===== config.mk =====
export PLATFORM = sky130hd
export DESIGN_NAME = udp_img_rx
export DESIGN_NICKNAME = d
export VERILOG_FILES = /design/src/rtl/udp_img_rx.sv
export SDC_FILE = /design/constraint.sdc
export NUM_CORES = 1
export LEC_CHECK = 0
export BUFFER_PORTS_ARGS = -buffer_cell sky130_fd_sc_hd__buf_4
export CELL_PAD_IN_SITES_DETAIL_PLACEMENT = 0
export CELL_PAD_IN_SITES_GLOBAL_PLACEMENT = 1
export CORE_ASPECT_RATIO = 0.75
export CORE_UTILIZATION = 35
export CTS_CLUSTER_DIAMETER = 60
export DETAILED_ROUTE_END_ITERATION = 8
export GPL_TIMING_DRIVEN = 0
export PLACE_DENSITY = 0.66
export SYNTH_ARGS = -nofsm -noshare
export SYNTH_HDL_FRONTEND = slang
export SYNTH_SLANG_ARGS = --single-unit

===== constraint.sdc =====
create_clock -name clk -period 5.7 [get_ports clk]
set_input_delay 0.285 -clock clk [delete_from_list [all_inputs] [get_ports clk]]
set_output_delay 0.285 -clock clk [all_outputs]
set_load 0.01 [all_outputs]

===== src/rtl/udp_img_rx.sv =====
// Turns UDP payload bytes (one format header packet, then one packet per line) into RGB565 pixel strobes.
// A pixel appears one clk after its second byte; the block has no backpressure and must keep up with udp_rx_en.
module udp_img_rx #(
  parameter int          MAX_H  = 1280,
  parameter int          MAX_V  = 720,
  parameter logic [7:0]  FORMAT = 8'h04,
  parameter logic [31:0] MAGIC  = 32'hF05AA50F
) (
  input  logic        clk,
  input  logic        reset,
  input  logic        udp_rx_en,
  input  logic [7:0]  udp_idata,
  input  logic        udp_rx_done,
  input  logic        resync,
  output logic        pix_valid,
  output logic [15:0] pix_data,
  output logic [10:0] pix_x,
  output logic [10:0] pix_y,
  output logic        sof,
  output logic        eol,
  output logic        frame_done,
  output logic        hdr_lock,
  output logic [15:0] img_h,
  output logic [15:0] img_v,
  output logic        err_hdr,
  output logic        err_line
);

  localparam logic [15:0] MAX_H16 = 16'(MAX_H);
  localparam logic [15:0] MAX_V16 = 16'(MAX_V);

  typedef enum logic [1:0] {IDLE, HDR, DROP, LINE} state_t;

  state_t      state;
  logic [3:0]  byte_idx;
  logic [15:0] hdr_h;
  logic [15:0] hdr_v;
  logic [10:0] x;
  logic [10:0] y;
  logic        phase;
  logic [7:0]  hi_byte;
  logic        ovf;

  // Header parsing: the byte arriving in IDLE is header byte 0.
  logic [3:0]  hidx;
  logic [3:0]  cnt_nxt;
  logic [7:0]  exp_byte;
  logic        hdr_bad;
  logic        hdr_ok;
  logic [15:0] h_nxt;
  logic [15:0] v_nxt;

  always_comb begin
    hidx     = (state == HDR) ? byte_idx : 4'd0;
    cnt_nxt  = hidx;
    h_nxt    = hdr_h;
    v_nxt    = hdr_v;
    hdr_bad  = 1'b0;
    exp_byte = 8'h00;
    case (hidx)
      4'd0:    exp_byte = MAGIC[31:24];
      4'd1:    exp_byte = MAGIC[23:16];
      4'd2:    exp_byte = MAGIC[15:8];
      4'd3:    exp_byte = MAGIC[7:0];
      4'd4:    exp_byte = FORMAT;
      default: exp_byte = 8'h00;
    endcase
    if (udp_rx_en) begin
      cnt_nxt = (hidx == 4'hF) ? hidx : hidx + 4'd1;
      hdr_bad = (hidx < 4'd5) && (udp_idata != exp_byte);
      case (hidx)
        4'd5:    h_nxt[15:8] = udp_idata;
        4'd6:    h_nxt[7:0]  = udp_idata;
        4'd7:    v_nxt[15:8] = udp_idata;
        4'd8:    v_nxt[7:0]  = udp_idata;
        default: ;
      endcase
    end
    hdr_ok = (cnt_nxt == 4'd9) && (h_nxt != 16'd0) && (h_nxt <= MAX_H16) &&
             (v_nxt != 16'd0) && (v_nxt <= MAX_V16);
  end

  // Line accounting, with the current byte folded in so a coincident done sees it.
  logic        at_end;
  logic        pair_fire;
  logic [10:0] x_after;
  logic        ovf_after;
  logic        line_bad;
  logic        last_line;

  always_comb begin
    at_end    = ({5'd0, x} == img_h);
    pair_fire = udp_rx_en && !at_end && phase;
    x_after   = pair_fire ? x + 11'd1 : x;
    ovf_after = ovf | (udp_rx_en & at_end);
    line_bad  = ({5'd0, x_after} != img_h) || ovf_after;
    last_line = ({5'd0, y} == img_v - 16'd1);
  end

  always_ff @(posedge clk or posedge reset) begin
    if (reset) begin
      state      <= IDLE;
      byte_idx   <= 4'd0;
      hdr_h      <= 16'd0;
      hdr_v      <= 16'd0;
      x          <= 11'd0;
      y          <= 11'd0;
      phase      <= 1'b0;
      hi_byte    <= 8'h00;
      ovf        <= 1'b0;
      pix_valid  <= 1'b0;
      pix_data   <= 16'd0;
      pix_x      <= 11'd0;
      pix_y      <= 11'd0;
      sof        <= 1'b0;
      eol        <= 1'b0;
      frame_done <= 1'b0;
      hdr_lock   <= 1'b0;
      img_h      <= 16'd0;
      img_v      <= 16'd0;
      err_hdr    <= 1'b0;
      err_line   <= 1'b0;
    end else begin
      pix_valid  <= 1'b0;
      sof        <= 1'b0;
      eol        <= 1'b0;
      err_hdr    <= 1'b0;
      err_line   <= 1'b0;
      frame_done <= eol && ({5'd0, pix_y} == img_v - 16'd1);

      if (resync) begin
        state      <= IDLE;
        hdr_lock   <= 1'b0;
        x          <= 11'd0;
        y          <= 11'd0;
        phase      <= 1'b0;
        ovf        <= 1'b0;
        byte_idx   <= 4'd0;
        frame_done <= 1'b0;
      end else begin
        case (state)
          IDLE, HDR: begin
            if (state == HDR || udp_rx_en) begin
              byte_idx <= cnt_nxt;
              hdr_h    <= h_nxt;
              hdr_v    <= v_nxt;
              if (hdr_bad) begin
                err_hdr <= 1'b1;
                state   <= udp_rx_done ? IDLE : DROP;
              end else if (udp_rx_done) begin
                if (hdr_ok) begin
                  img_h    <= h_nxt;
                  img_v    <= v_nxt;
                  hdr_lock <= 1'b1;
                  x        <= 11'd0;
                  y        <= 11'd0;
                  phase    <= 1'b0;
                  ovf      <= 1'b0;
                  state    <= LINE;
                end else begin
                  err_hdr <= 1'b1;
                  state   <= IDLE;
                end
              end else begin
                state <= HDR;
              end
            end
          end

          DROP: begin
            if (udp_rx_done) state <= IDLE;
          end

          LINE: begin
            if (udp_rx_en) begin
              if (at_end) begin
                ovf <= 1'b1;
              end else if (!phase) begin
                hi_byte <= udp_idata;
                phase   <= 1'b1;
              end else begin
                pix_valid <= 1'b1;
                pix_data  <= {hi_byte, udp_idata};
                pix_x     <= x;
                pix_y     <= y;
                sof       <= (x == 11'd0) && (y == 11'd0);
                eol       <= ({5'd0, x} == img_h - 16'd1);
                x         <= x_after;
                phase     <= 1'b0;
              end
            end
            // End of packet always closes the line, whole or not.
            if (udp_rx_done) begin
              err_line <= line_bad;
              x        <= 11'd0;
              phase    <= 1'b0;
              ovf      <= 1'b0;
              y        <= last_line ? 11'd0 : y + 11'd1;
            end
          end

          default: state <= IDLE;
        endcase
      end
    end
  end

endmodule

==> summary.txt, run 1 <==
critical path type: register to register
Net Switching: 0.530 mW
Syn-to-layout area delta: 19.3%
Reg clk slew, reported paths: 0.07 ns
GRT Residual Overflow: 0
Adder-Cell Fraction of Synth Area: 0.0143
Total Power: 2.26 mW
Syn Std Cell Area: 8720 um^2
setup slack after placement: 1.52 ns
Logic pwr share: 0.041
worst skew pair latency: 0.43 ns
post-route ant nets: 0
Final Setup Violations: 0
DR WL/cell: 19.7 um
IO buf count: 87
Crit Path Max Fanout: 10
critical path endpoint category: register
Mapped Nets: 895
Simple-Gate Fraction of Synth Area: 0.191
max-slew violations: 0
setup TNS: 0 ns
dominant cell type by area after synthesis: dfrtp_1
Max-Cap Viols: 0
met2 usage: 0.279
CTS Buf Count: 17
CTS resizes: 0
FF+latch count, synth: 147
busiest grt layer: met1
Min-Delay Path Class: input port to register
# H-tree levels: 4
hold slack: 0.319 ns
buffer depth of the longest clock path: 2
Leak: 4.83 nW
DIE WIDTH: 184 um
Max IR drop VDD: 209 uV
critical path required time: 6.01 ns
mux cell area share after synthesis: 0.140
met3 Usage GRT: 0.0481
Final Cycle Share: 0.744
dpl cell area: 9820 um^2
main combinational cell family by area after synthesis: simple AND/OR/NAND/NOR gates
multi-input logic area: 4660 um^2
Final #Nets: 1003
Global Route met1 Usage: 0.339
Tmin final: 4.24 ns
die height: 139 um
Arr. time, crit path: 4.55 ns
status: finished, final reports clean
largest net degree at the start of global routing: 90
Ys Warns: 0
switching share of total power: 0.235
Distinct cells, synth: 74
P per Cell Area: 217 nW/um^2
Worst Max-Slew Pin Slew: 0.917 ns
top cells by area, synth: dfrtp_1 (42%), mux2_2 (10%), xnor2_1 (3.6%), mux2i_1 (3.2%), clkbuf_1 (2.3%)
Final Util: 0.430
Seq pwr share: 0.463
post-synth top area share: 0.422
Seq. cell area: 3680 um^2
Non-Filler Instances: 1323
GRT Overall Usage: 0.210
Post-DP HPWL: 19.3 mm
Placer Congestion: 0.870
Post-synth ARST share: 1.00
Finished Cell Area: 10400 um^2
RSZ-0062 raised after global routing: false
Post-route DRC: 0
Core ar.: 24200 um^2
Post-synth EDFFs: 0
root buf cell: clkbuf_16
hold violation total from the final report: 0
Cells after Synth: 872
initial DRC count: 701
startpoint types: register
hold depth: 2
Synth Area in XOR/XNOR: 0.0621
CTS sink count: 147
Initial Util: 0.360
initial antenna violation count: 1
Syn Area/Cell: 10.0 um^2
final setup margin: 1.46 ns
reg2reg path depth: 12
Clock Power Share: 0.495
Slew HR: 0.386
Post-synth top flop: dfrtp_1
first-pass GRT wire length: 40.9 mm
Filler Cells Inserted: 2362
Post-Route WL: 26.1 mm
post-synthesis sequential area ratio: 0.422
Hold-fix buffers, CTS: 1
router iterations before antenna repair: 5
via count: 7177
num ports: 90
layout cells sized above 1: 0.227
drt via density: 5.42
clk_skew: 0.0108 ns
Rows: 49
CTS tree: built
Int Power: 1.73 mW
Post-CTS Setup Inserts: 0
Die Area: 25600 um^2
Synth Area in Compound Gates: 0.127
Achievable Freq: 236 MHz
number of global-route vias before repair: 6844
Cells after DPL: 1291
==> worst max-delay path, cell delays in order (launching register included) <==
cell and delay, ns:
dfrtp_1 0.46, clkbuf_1 0.39, nor2b_1 0.22, and2_1 0.19, ha_1 0.18, clkbuf_1 0.35, nand3_1 0.15, o21ai_0 0.31
mux2i_1 0.37, nand4_1 0.19, a2111oi_2 0.51, o22ai_1 0.38, a211o_1 0.40
==> kinds of logic after synthesis <==
family | after synthesis
AOI/OAI and AO/OA | 165
muxes | 111
xor gates and xnor gates | 57
and+or+nand+nor | 291
adders and majority gates | 10
buffers and inverters | 91
DFF | 147
==> cell usage in the layout (no fill, tap or decap), drive strengths merged, types with 5 or more instances in the layout <==
cell type,n
a211o,8
a211oi,5
a21o,15
a21oi,24
a31oi,6
and2,23
and3,13
buf,104
clkbuf,74
clkinv,5
dfrtp,147
ha,10
inv,22
mux2,83
mux2i,28
nand2,42
nand2b,11
nand3,31
nand3b,7
nand4,13
nand4b,5
nor2,42
nor2b,5
nor3,21
nor4,20
nor4b,7
o211ai,6
o21ai,53
o22ai,6
or2,6
or3,12
or4,19
xnor2,36
xor2,18
==> synth_stat cells (19+ instances only) <==
| cell type | count |
|---|---|
| a21oi_1 | 24 |
| and2_1 | 23 |
| clkbuf_1 | 53 |
| dfrtp_1 | 147 |
| inv_1 | 22 |
| mux2_2 | 80 |
| mux2i_1 | 28 |
| nand2_1 | 42 |
| nand3_1 | 31 |
| nor2_1 | 41 |
| nor3_1 | 21 |
| nor4_1 | 20 |
| o21ai_0 | 34 |
| o21ai_1 | 19 |
| xnor2_1 | 36 |
==> area by class of cell <==
| type | instances | share of cell area |
|---|---|---|
| diodes | 1 | 0.000240 |
| plain buffers | 69 | 0.0290 |
| clock buffers | 21 | 0.0442 |
| clock inverters | 9 | 0.0103 |
| inverters | 22 | 0.00842 |
| multi-input cells | 634 | 0.448 |
| flip-flops and latches | 147 | 0.353 |
| well taps | 331 | 0.0398 |
| repair buffers | 89 | 0.0664 |
==> metal layers <==
layer | up-vias | routed length [um]
met5 | - | 0
met4 | 0 | 295
met3 | 22 | 1540
met2 | 218 | 10400
met1 | 3508 | 13900
li1 | 3429 | -
==> registers in the layout, indices dropped and copies added (netlist names), 11 cells and up <==
signal / cells
x: 11
pix_x: 11
img_h: 16
hdr_h: 16
pix_data: 16
y: 11
img_v: 16
hdr_v: 16
pix_y: 11
==> power by group through the flow <==
stage | Sequential (mW) | Clock (mW) | Combinational (mW)
floorplan | 1.07 | 0 | 0.0531
global placement | 1.07 | 0 | 0.0917
detailed placement | 1.07 | 0 | 0.0947
CTS | 1.05 | 1.14 | 0.0954
global route | 1.05 | 1.19 | 0.105
finish | 1.05 | 1.12 | 0.0933
==> worst paths after layout <==
check                       startpoint   endpoint  slack [ns]
setup / recovery              state[0]       x[8]        1.46
hold / removal             udp_rx_done   err_line        0.32
setup reg to reg              state[0]       x[8]        1.46
hold reg to reg              hdr_h[14]  hdr_h[14]        0.50
max in group asynchronous        reset       y[6]        4.38
min in group asynchronous        reset   err_line        0.47
Note: power is estimated with default switching activity, not from simulation.
==> run 2: changes to the inputs <==
- clock period: 5.7 -> 4 ns (I/O delays scaled with it)
==> summary.txt, run 2 (synthesis gave the netlist of run 1 again) <==
setup TNS: 0 ns (unchanged)
GRT Overall Usage: 0.210 (-0.000257)
num ports: 90 (unchanged)
Logic pwr share: 0.042 (about the same)
P per Cell Area: 316 nW/um^2 (+46%)
Max IR drop VDD: 318 uV (+52%)
Arr. time, crit path: 4.05 ns (-0.50 ns)
GRT Residual Overflow: 0 (unchanged)
Reg clk slew, reported paths: 0.07 ns (about the same)
DR WL/cell: 19.7 um (about the same)
IO buf count: 87 (unchanged)
n_diodes: 0 (-1)
DIE WIDTH: 184 um (unchanged)
Filler Cells Inserted: 2376 (+0.59%)
Max-Cap Viols: 0 (unchanged)
drt via density: 5.54 (+2.0%)
Post-DP HPWL: 19.4 mm (+0.51%)
Core ar.: 24200 um^2 (unchanged)
post-route ant nets: 0 (unchanged)
Min-Delay Path Class: input port to register
Die Area: 25600 um^2 (unchanged)
CTS tree: built
max-slew violations: 0 (unchanged)
initial antenna violation count: 0 (-1)
buffer depth of the longest clock path: 2 (unchanged)
critical path type: register to register
first-pass GRT wire length: 41.0 mm (+0.22%)
initial DRC count: 591 (-16%)
number of global-route vias before repair: 6895 (+0.75%)
Crit Path Max Fanout: 10 (unchanged)
Finished Cell Area: 10500 um^2 (+1.2%)
Final #Nets: 1006 (+0.30%)
layout cells sized above 1: 0.241 (+0.0139)
Syn-to-layout area delta: 20.8%
critical path required time: 4.32 ns (-1.69 ns)
die height: 139 um (unchanged)
Slew HR: 0.384 (-0.00236)
critical path endpoint category: register
most frequent cells in the layout: dfrtp_1 (147), buf_4 (87), mux2_2 (80)
Rows: 49 (unchanged)
dpl cell area: 9870 um^2 (+0.52%)
Post-Route WL: 26.2 mm (+0.27%)
Achievable Freq: 268 MHz (+14%)
Seq pwr share: 0.447 (-0.016)
RSZ-0062 raised after global routing: false
Worst Max-Slew Pin Slew: 0.921 ns (+0.00352 ns)
Tmin final: 3.73 ns (-0.512 ns)
switching share of total power: 0.256 (+0.0210)
# H-tree levels: 4 (unchanged)
via count: 7346 (+2.4%)
Leak: 4.90 nW (+1.4%)
status: finished, final reports clean
root buf cell: clkbuf_16
Placer Congestion: 0.877 (+0.85%)
CTS Buf Count: 17 (unchanged)
Final Cycle Share: 0.933 (+0.188)
Clock Power Share: 0.510 (+0.015)
Total Power: 3.33 mW (+47%)
worst skew pair latency: 0.44 ns (about the same)
Post-route DRC: 0 (unchanged)
Final Setup Violations: 0 (unchanged)
Final Util: 0.435 (+0.00532)
hold slack: 0.196 ns (-0.122 ns)
clk_skew: 0.0141 ns (+0.00327 ns)
CTS sink count: 147 (unchanged)
Initial Util: 0.360 (unchanged)
largest net degree at the start of global routing: 41 (-54%)
hold violation total from the final report: 0 (unchanged)
startpoint types: register
router iterations before antenna repair: 5 (unchanged)
Int Power: 2.48 mW (+43%)
Net Switching: 0.851 mW (+61%)
commonest non-fill, non-tap cell in the layout: dfrtp_1
==> run 2: cell count changes in the layout (fill, tap and decap cells not counted), moves of 2 or more <==
| cell | previous run | this run |
|---|---|---|
| clkinv_2 | 3 | 0 |
| buf_12 | 0 | 4 |
| clkbuf_8 | 2 | 0 |
| inv_8 | 0 | 4 |
| clkbuf_1 | 55 | 47 |
| inv_6 | 1 | 5 |
| clkbuf_2 | 0 | 5 |
==> run 2: per-layer routing <==
layer / part of all wire / global-route usage
met1: 0.53 / 0.337
met3: 0.055 / 0.0402
met4: 0.013 / 0.0526
met2: 0.40 / 0.281
met5: 0 / 0
==> run 2: cell type report <==
class,count,area (um^2),area share
Tap cell,331,414,0.0393
Inverter,22,86.3,0.00819
Sequential cell,147,3680,0.349
Timing Repair Buffer,92,743,0.0705
Clock inverter,15,190,0.0181
Clock buffer,17,425,0.0404
Multi-Input combinational cell,634,4690,0.445
Buffer,69,312,0.0296
==> run 2: final timing paths <==
| check | startpoint | end | depth (start not counted) | slack (ns) |
|---|---|---|---|---|
| max in group asynchronous | reset | pix_y[8] | 6 | 2.79 |
| max reg2reg | state[0] | img_h[14] | 13 | 0.27 |
| min reg2reg | ovf | ovf | 1 | 0.50 |
| min | udp_idata[1] | img_v[9] | 3 | 0.20 |
| min in group asynchronous | reset | hdr_lock | 3 | 0.24 |
| max | state[0] | img_h[14] | 13 | 0.27 |
==> run 2: per-stage QoR <==
step | setup slack [ns] | std cells
floorplan | 0.765 | 872
global placement | -0.272 | 1290
detailed placement | -0.246 | 1294
CTS | 0.0162 | 1327
global route | 0.0475 | 1327
finish | 0.269 | 1327
==> run 2: power groups by stage <==
stage	Combinational, mW	Clock [mW]	Sequential (mW)
final	0.141	1.70	1.49
after global placement	0.131	0	1.52
after detailed placement	0.141	0	1.52
after global routing	0.157	1.79	1.49
after CTS	0.143	1.73	1.49
after floorplan	0.0760	0	1.52
==> run 2: repair_timing <==
item                                    4_1_cts  5_1_grt
setup buffers                                 0        0
gates resized for setup                       3       14
endpoints found under the setup margin       18       52
cloned                                        0        0
hold buffers                                  1        0
pin swaps                                     0        0
hold endpoints to repair                     75        0
==> run 2: worst max-delay path: stages (launching register included) <==
cell      delay, ns
dfrtp_1        0.47
clkbuf_4       0.26
nor2b_1        0.19
and2_1         0.19
ha_1           0.20
nand2_1        0.13
nor2_1         0.37
mux2_2         0.40
a22o_1         0.28
a2111o_1       0.41
or2_1          0.25
buf_6          0.16
buf_6          0.14
and2_1         0.15
